$ cat config.mk
export PLATFORM = sky130hd
export DESIGN_NAME = axi_drain_ctrl
export DESIGN_NICKNAME = d
export VERILOG_FILES = /design/src/rtl/axi_drain_pkg.sv /design/src/rtl/axi_drain_counter.sv /design/src/rtl/axi_drain_ctrl.sv
export SDC_FILE = /design/constraint.sdc
export NUM_CORES = 1
export LEC_CHECK = 0
export CAP_MARGIN = 20
export CORE_MARGIN = 3
export CORE_UTILIZATION = 40
export CTS_BUF_LIST = sky130_fd_sc_hd__clkbuf_4 sky130_fd_sc_hd__clkbuf_8
export DETAILED_ROUTE_END_ITERATION = 8
export GPL_ROUTABILITY_DRIVEN = 0
export PLACE_DENSITY = 0.71
export SLEW_MARGIN = 5
export SYNTH_ARGS = -nofsm -noshare
export SYNTH_HDL_FRONTEND = slang
export SYNTH_SLANG_ARGS = --single-unit
$ cat constraint.sdc
create_clock -name clk_i -period 1.9 [get_ports clk_i]
set_input_delay 0.38 -clock clk_i [delete_from_list [all_inputs] [get_ports clk_i]]
set_output_delay 0.38 -clock clk_i [all_outputs]
set_load 0.01 [all_outputs]
$ cat src/rtl/axi_drain_pkg.sv
// Shared types for the AXI drain/isolation controller.
package axi_drain_pkg;
   typedef enum logic [1:0] {
      RUN      = 2'd0,
      DRAIN    = 2'd1,
      ISOLATED = 2'd2
   } drain_state_e;
endpackage

$ cat src/rtl/axi_drain_counter.sv
// Outstanding-transaction up/down counter with max/zero flags.
// A completion at zero holds the count and raises a registered one-cycle underflow pulse.
module axi_drain_counter #(
   parameter int W = 4
) (
   input  logic         clk,
   input  logic         rst_n,
   input  logic         inc,
   input  logic         dec,
   output logic [W-1:0] cnt,
   output logic         is_max,
   output logic         is_zero,
   output logic         underflow
);

   assign is_zero = (cnt == '0);
   assign is_max  = &cnt;

   always_ff @(posedge clk or negedge rst_n) begin
      if (!rst_n) begin
         cnt       <= '0;
         underflow <= 1'b0;
      end else begin
         underflow <= dec & ~inc & is_zero;
         if (inc & ~dec)
            cnt <= cnt + W'(1);
         else if (dec & ~inc & ~is_zero)
            cnt <= cnt - W'(1);
      end
   end

endmodule

$ cat src/rtl/axi_drain_ctrl.sv
// AW/AR request gate with drain FSM: quiesces the port on isolate_i and acknowledges once empty.
// Gating is zero-latency pass-through decided from registered state and counters only.
module axi_drain_ctrl
   import axi_drain_pkg::*;
#(
   parameter int COUNTER_SIZE = 4
) (
   input  logic                    clk_i,
   input  logic                    rst_ni,
   input  logic                    isolate_i,
   input  logic                    slv_aw_valid_i,
   output logic                    slv_aw_ready_o,
   output logic                    mst_aw_valid_o,
   input  logic                    mst_aw_ready_i,
   input  logic                    slv_ar_valid_i,
   output logic                    slv_ar_ready_o,
   output logic                    mst_ar_valid_o,
   input  logic                    mst_ar_ready_i,
   input  logic                    b_done_i,
   input  logic                    r_done_i,
   output logic                    isolated_o,
   output logic                    busy_o,
   output logic [COUNTER_SIZE-1:0] aw_cnt_o,
   output logic [COUNTER_SIZE-1:0] ar_cnt_o,
   output logic                    err_o
);

   drain_state_e state, state_nxt;
   logic aw_max, aw_zero, aw_uf, aw_open, aw_accept;
   logic ar_max, ar_zero, ar_uf, ar_open, ar_accept;

   axi_drain_counter #(.W(COUNTER_SIZE)) u_aw_cnt (
      .clk       (clk_i),
      .rst_n     (rst_ni),
      .inc       (aw_accept),
      .dec       (b_done_i),
      .cnt       (aw_cnt_o),
      .is_max    (aw_max),
      .is_zero   (aw_zero),
      .underflow (aw_uf)
   );

   axi_drain_counter #(.W(COUNTER_SIZE)) u_ar_cnt (
      .clk       (clk_i),
      .rst_n     (rst_ni),
      .inc       (ar_accept),
      .dec       (r_done_i),
      .cnt       (ar_cnt_o),
      .is_max    (ar_max),
      .is_zero   (ar_zero),
      .underflow (ar_uf)
   );

   // Closing at max is what makes counter overflow impossible.
   assign aw_open        = (state == RUN) && !aw_max;
   assign ar_open        = (state == RUN) && !ar_max;
   assign mst_aw_valid_o = aw_open & slv_aw_valid_i;
   assign slv_aw_ready_o = aw_open & mst_aw_ready_i;
   assign mst_ar_valid_o = ar_open & slv_ar_valid_i;
   assign slv_ar_ready_o = ar_open & mst_ar_ready_i;
   assign aw_accept      = mst_aw_valid_o & mst_aw_ready_i;
   assign ar_accept      = mst_ar_valid_o & mst_ar_ready_i;

   assign busy_o     = !aw_zero || !ar_zero;
   assign isolated_o = (state == ISOLATED);
   assign err_o      = aw_uf | ar_uf;

   always_ff @(posedge clk_i or negedge rst_ni) begin
      if (!rst_ni)
         state <= RUN;
      else
         state <= state_nxt;
   end

   always_comb begin
      state_nxt = state;
      case (state)
         RUN:      if (isolate_i) state_nxt = DRAIN;
         DRAIN: begin
            if (!isolate_i)
               state_nxt = RUN;
            else if (aw_zero && ar_zero)
               state_nxt = ISOLATED;
         end
         ISOLATED: if (!isolate_i) state_nxt = RUN;
         default:  state_nxt = RUN;
      endcase
   end

endmodule

==> results of run 1 <==
power by group:
| group | leakage, nW | internal, mW | switching [mW] |
|---|---|---|---|
| clock network | 0.0210 | 0.117 | 0.106 |
| logic | 0.530 | 0.883 | 0.697 |
| registers | 0.140 | 0.369 | 0.0933 |
cells in the mapped netlist (2+ instances only):
master and count:
dfrtp_1 12, inv_1 2, xor2_1 3, nand3_1 2
and3_1 6, a21oi_1 2, ha_1 4, xnor2_1 4
nor2_1 2, mux2i_1 4, nand4bb_1 2, fa_1 2
nand4_1 2
cell families (layout without fill, tap and decap cells):
| family | count (synthesis) | in the layout |
|---|---|---|
| xor+xnor | 7 | 7 |
| buf+inv | 2 | 66 |
| fa+ha+maj | 6 | 6 |
| mux | 6 | 6 |
| simple gates | 30 | 30 |
| flops | 12 | 12 |
| compound gates | 10 | 10 |
state kept, by name, summed over array words and instances, names as in the netlist:
name and flops:
state 2, u_ar_cnt.cnt 4, u_ar_cnt.underflow 1, u_aw_cnt.cnt 4, u_aw_cnt.underflow 1
worst min path at each step:
| stage | start | endpoint | slack (ns) | cells past startpoint |
|---|---|---|---|---|
| after floorplan | rst_ni | state[0]$_DFFE_PN0P_ | 0.08 | 0 |
| after global placement | u_ar_cnt.cnt[0]$_DFFE_PN0P_ | u_ar_cnt.cnt[0]$_DFFE_PN0P_ | 0.52 | 1 |
| after detailed placement | u_ar_cnt.cnt[0]$_DFFE_PN0P_ | u_ar_cnt.cnt[0]$_DFFE_PN0P_ | 0.52 | 1 |
| after CTS | rst_ni | state[1]$_DFFE_PN0P_ | 0.47 | 1 |
| after global routing | rst_ni | u_ar_cnt.underflow$_DFF_PN0_ | 0.48 | 1 |
| final | rst_ni | u_aw_cnt.cnt[2]$_DFFE_PN0P_ | 0.46 | 1 |
worst reg2reg max path, cell delays in order (launching register included):
cell	delay [ns]
dfrtp_2	0.41
and4_4	0.20
or3_4	0.41
ha_4	0.32
a21oi_1	0.12
a2111oi_4	0.31
a31oi_1	0.10
xnor2_1	0.16
layer usage:
layer	GRT usage, %	routed length, um	vias up
met5	0	0	-
met4	8.73	29	0
met3	3.72	96	3
met2	36.2	1480	20
met1	25.3	1280	427
li1	-	-	408
stage by stage:
step                      setup WS (ns)  power [mW]  hold slack (ns)
after floorplan                  -0.248        1.09           0.0844
after global placement           -0.565        1.60            0.517
after detailed placement         -0.621        1.63            0.518
after CTS                        -0.225        1.99            0.469
after global routing             -0.352        2.40            0.479
final                            -0.228        2.26            0.456
layout make-up:
cell class | instances | area, um^2 | share of cell area [%]
multi-input cells | 59 | 696 | 44.2
clock buffers | 4 | 36.3 | 2.31
well taps | 25 | 31.3 | 1.99
flip-flops and latches | 12 | 309 | 19.6
inverters | 2 | 7.51 | 0.477
repair buffers | 60 | 493 | 31.3
repair_timing:
item	4_1_cts	5_1_grt
pin swaps	10	15
resized for setup	23	19
setup buffers	13	6
hold buffers	0	0
endpoints found under the setup margin	12	12
==> impl_metrics.ini, run 1 <==
[clock_tree]
numCtsBuffers = 3
cts_tree = yes
clock_sinks = 12
cts_root_buf = clkbuf_4
path_clk_slew_ns = 0.09
h-tree-depth = 1
clkLatencyLatePin_ns = 0.30
clockBufferDepth = 2

[critical_path]
worst-setup-path-type = register to register
critPathCaptureType = register
cp.required_ns = 2.08
cp-startpoint = u_aw_cnt.cnt[0]$_DFFE_PN0P_
critPathTopFamily = simple AND/OR/NAND/NOR gates
crit_fanout = 4
r2r_end = u_aw_cnt.cnt[3]$_DFFE_PN0P_
timing.reg2reg.setup_slack_ns = -0.23
max_stage_delay_ns = 0.41
path_buf_inv = 0
path_cells = and4_4 > or3_4 > ha_4 > a21oi_1 > a2111oi_4 > a31oi_1 > xnor2_1
cp_slowest_cell = dfrtp_2
arrival_ns = 2.31
startpoint_type = register
worstReg2RegStart = u_aw_cnt.cnt[0]$_DFFE_PN0P_
worstSetupEndpoint = u_aw_cnt.cnt[3]$_DFFE_PN0P_
cp.depth = 7
reg2reg_depth = 7

[logic_synthesis]
syn_nets = 88
synthSimpleGateAreaFrac_pct = 26.5
yosysWarnings = 0
seq_area_frac_synth_pct = 36.1
synth_area_um2 = 832
synth_seq_cells = 12
synth_mux_area_share_pct = 7.97
synth.area.top_cells = dfrtp_1, ha_1, fa_1, mux2i_1, and3_1
synth_edf_count = 0
synthFlopType = dfrtp_1
synth-xor-area-share_pct = 7.37
synth_fa_ha_area_share_pct = 10.8
synth_top_area_share_pct = 36.1
synth_cells = 73
synth_top_family_by_area = simple AND/OR/NAND/NOR gates
synth-compound-area-share_pct = 10.4
yosysTopAreaCell = dfrtp_1
postSynth.asyncResetShare_pct = 100
ys_types = 39
syn_area_per_cell_um2 = 11.4

[die]
start_util_pct = 45.2
die_area_mm2 = 0.00266
fp.dieH_um = 51.6
rows = 15
die_w_um = 51.6
fp.coreArea_mm2 = 0.00184
io_pins = 24

[status]
violations = negative setup slack
status = finished with violations

[sta]
finalSetupViolations = 7
grt_setup_unrepaired = true
max_freq_mhz = 470
finClkSkew_ns = 0.00492
fin_crit_ns = 2.13
relSlewSlack_pct = 59.6
tns_ns = -1.09
period_share_pct = 112
worst_pin_slew_ns = 0.603
finalWorstSetupSlack_ns = -0.228
drv_slew = 0
hold_viol_final = 0

[final_layout]
drive_gt1_share_pct = 58.4
final_cell_mix = buf_4, clkdlybuf4s50_1, dfrtp_2, and3_1, dfrtp_1
insertedDiodeCount = 0
layout.nets = 153
area_growth_pct = 89.0
finish.utilization_pct = 85.5
final_common_cell = buf_4
n_fill_cell = 102
fin_cells = 162
design_area_mm2 = 0.00157

[route]
vias = 858
drt-initial-drc-count = 14
firstDrtPassIters = 4
drc = 0
wl_um = 2880
avgViaCountPerCell = 5.30
ant_nets = 0
wire_per_inst_um = 17.8

[job]
drv_cap = 0

[grt]
grt_pass1_vias = 879
grt_max_degree = 13
grt.overflow.total = 0
antenna_found_initial = 0
grt_pass1_wl_um = 4110
grt.total_usage_pct = 20.9

[power]
p_leak_nw = 0.691
p_per_area_mw_per_mm2 = 1440
peakVddDrop_mv = 1.18

[placement]
hpwl_um = 1670
dp_cells = 142
portBuffers = 23
placed_cell_area_mm2 = 0.00131

[worst_hold_path]
hold_class = input pin to asynchronous set/reset pin
Power figures use the tool's default switching activity.
==> run 2, diff against run 1 <==
--- a/config.mk
+++ b/config.mk
@@ -6,13 +6,15 @@
 export NUM_CORES = 1
 export LEC_CHECK = 0
 export CAP_MARGIN = 20
+export CORE_ASPECT_RATIO = 0.75
 export CORE_MARGIN = 3
 export CORE_UTILIZATION = 40
 export CTS_BUF_LIST = sky130_fd_sc_hd__clkbuf_4 sky130_fd_sc_hd__clkbuf_8
 export DETAILED_ROUTE_END_ITERATION = 8
 export GPL_ROUTABILITY_DRIVEN = 0
-export PLACE_DENSITY = 0.71
+export PLACE_DENSITY = 0.7
 export SLEW_MARGIN = 5
 export SYNTH_ARGS = -nofsm -noshare
 export SYNTH_HDL_FRONTEND = slang
+export SYNTH_HIERARCHICAL = 1
 export SYNTH_SLANG_ARGS = --single-unit
==> run 2 against run 1 <==
Largest power group unchanged. First-iteration DRC count is 21% higher. Critical path depth is 1 higher. Worst hold slack better by 0.0088 ns. Die area is 2.3% higher. The run still ends with negative setup slack left.
==> impl_metrics.ini, run 2 <==
[grt]
grt.total_usage_pct = 21.2
grt_max_degree = 13
grt_pass1_wl_um = 4120
antenna_found_initial = 0
grt.overflow.total = 0
grt_pass1_vias = 875

[clock_tree]
clockBufferDepth = 2
clkLatencyLatePin_ns = 0.27
numCtsBuffers = 3
h-tree-depth = 1
ctsHoldBuffers = 0
cts_root_buf = clkbuf_4
cts_tree = yes
path_clk_slew_ns = 0.07
clock_sinks = 12

[logic_synthesis]
ys_types = 27
synthSimpleGateAreaFrac_pct = 29.7
syn_nets = 88
yosysMostFrequentCell = dfrtp_1
synth.area.top_cells = dfrtp_1, ha_1, mux2_1, nor4_4, fa_1
synth_cells = 73
seq_area_frac_synth_pct = 35.2
synth-compound-area-share_pct = 13.4
synth_seq_cells = 12
synth_fa_ha_area_share_pct = 10.6
postSynth.asyncResetShare_pct = 100
synthTopCellsByCount = dfrtp_1, nand2b_1
synth_mux_area_share_pct = 5.29
synth_top_area_share_pct = 35.2
yosysTopAreaCell = dfrtp_1
synthFlopType = dfrtp_1
synth_top_family_by_area = simple AND/OR/NAND/NOR gates
synth_area_um2 = 852
yosysWarnings = 6
syn_area_per_cell_um2 = 11.7
synth_edf_count = 0
synth-xor-area-share_pct = 4.11

[power]
combinationalPowerShare_pct = 71.0
finalPower_mw = 2.09
p_int_mw = 1.30
p_per_area_mw_per_mm2 = 1390
peakVddDrop_mv = 1.19
seqPwrFrac_pct = 20.6
clock_power_share_pct = 8.4
power_switching_uw = 798
switching_share_pct = 38.1
p_leak_nw = 0.651

[sta]
fin_crit_ns = 2.11
finalWorstSetupSlack_ns = -0.205
relSlewSlack_pct = 63.3
hold_viol_final = 0
finalSetupViolations = 7
period_share_pct = 111
hold_slack_ns = 0.465
finClkSkew_ns = 0.00179
drv_slew = 0
max_freq_mhz = 475
worst_pin_slew_ns = 0.549
grt_setup_unrepaired = true

[die]
rows = 13
fp.dieH_um = 46.0
io_pins = 24
start_util_pct = 45.6
die_area_mm2 = 0.00273
fp.coreArea_mm2 = 0.00187
die_w_um = 59.3

[route]
firstDrtPassIters = 4
ant_nets = 0
wl_um = 2490
vias = 843
drc = 0
avgViaCountPerCell = 5.58
wire_per_inst_um = 16.5
drt-initial-drc-count = 17

[worst_hold_path]
hold_class = input pin to asynchronous set/reset pin

[placement]
dp_cells = 139
hpwl_um = 1910
dp_slack_ns = -0.423
portBuffers = 23

[final_layout]
final_cell_mix = buf_4, clkdlybuf4s50_1, dfrtp_2
n_fill_cell = 122
insertedDiodeCount = 0
fin_cells = 151
final_common_cell = buf_4
area_growth_pct = 76.8
layout.nets = 145
largest_registers = u_ar_cnt/cnt (4), u_aw_cnt/cnt (4), state (2)
finish.utilization_pct = 80.5
drive_gt1_share_pct = 58.1

[critical_path]
path_cells = and4_4 > nor4b_4 > and2_4 > nand2b_4 > ha_4 > a21o_4 > a2111o_1 > nand4_1
crit_fanout = 4
cp.required_ns = 2.10
worstReg2RegStart = u_ar_cnt/cnt[3]$_DFFE_PN0P_
arrival_ns = 2.31
r2r_end = u_ar_cnt/cnt[3]$_DFFE_PN0P_
max_stage_delay_ns = 0.43
reg2reg_depth = 8
cp_slowest_cell = dfrtp_2
critPathCaptureType = register
timing.reg2reg.setup_slack_ns = -0.21
startpoint_type = register
worst-setup-path-type = register to register

[status]
violations = negative setup slack
status = finished with violations

[job]
drv_cap = 0
[run 2: logic make-up after synthesis]
| family | Yosys count |
|---|---|
| AO/OA/AOI/OAI | 13 |
| XOR/XNOR | 4 |
| adder cells (fa/ha/maj) | 6 |
| buffers and inverters | 4 |
| flip-flops | 12 |
| multiplexers | 4 |
| AND/OR/NAND/NOR | 30 |
[run 2: routing by layer]
layer / wire [um] / track usage (%) / vias to the layer above / share of wire [%]
li1: - / - / 397 / -
met1: 1210 / 28.9 / 403 / 48
met2: 1100 / 30.3 / 33 / 44
met3: 133 / 6.52 / 10 / 5.3
met4: 59 / 10.4 / 0 / 2.4
met5: 0 / 0 / - / 0
[run 2: how the worst max path moves through the flow]
stage | startpoint | endpoint | slack, ns | cells past startpoint
after detailed placement | slv_aw_valid_i | u_aw_cnt/cnt[3]$_DFFE_PN0P_ | -0.42 | 8
after global placement | slv_aw_valid_i | u_aw_cnt/cnt[3]$_DFFE_PN0P_ | -0.41 | 8
after CTS | u_ar_cnt/cnt[2]$_DFFE_PN0P_ | u_ar_cnt/cnt[3]$_DFFE_PN0P_ | -0.25 | 8
after floorplan | u_ar_cnt/cnt[1]$_DFFE_PN0P_ | u_ar_cnt/cnt[3]$_DFFE_PN0P_ | -0.32 | 8
after global routing | u_ar_cnt/cnt[3]$_DFFE_PN0P_ | u_ar_cnt/cnt[3]$_DFFE_PN0P_ | -0.30 | 8
final | u_ar_cnt/cnt[3]$_DFFE_PN0P_ | u_ar_cnt/cnt[3]$_DFFE_PN0P_ | -0.21 | 8
[run 2: per-stage QoR]
step / instance area, um^2 / setup TNS [ns]
floorplan: 932 / -1.73
global placement: 1350 / -2.71
detailed placement: 1350 / -2.95
CTS: 1490 / -1.08
global route: 1510 / -1.47
finish: 1510 / -0.857
[run 2: power groups by stage]
stage               combinational (mW)  sequential [mW]  clock [mW]
global placement                  1.21            0.434           0
global route                      1.62            0.448       0.190
floorplan                        0.506            0.608           0
CTS                               1.44            0.432       0.178
detailed placement                1.25            0.445           0
finish                            1.49            0.431       0.176
[run 2: area by class of cell]
class | count | area (um^2) | area share, %
Clock buffer | 4 | 30.0 | 1.99
Timing Repair Buffer | 52 | 438 | 29.1
Multi-Input combinational cell | 57 | 684 | 45.4
Tap cell | 22 | 27.5 | 1.83
Sequential cell | 12 | 312 | 20.7
Inverter | 4 | 15.0 | 0.997
[run 2: critical path, delay by kind of cell, from the launching register on]
family / cells / cell delay [ns]
AO/OA/AOI/OAI: 2 / 0.56
adder cells (fa/ha/maj): 1 / 0.25
flip-flops: 1 / 0.43
AND/OR/NAND/NOR: 5 / 0.80
[run 2: timing repair]
item,4_1_cts,5_1_grt
gates cloned,0,0
gates resized for setup,22,6
hold endpoints to repair,0,0
endpoints found under the setup margin,12,12
setup buffers,6,3
pin swaps,3,8
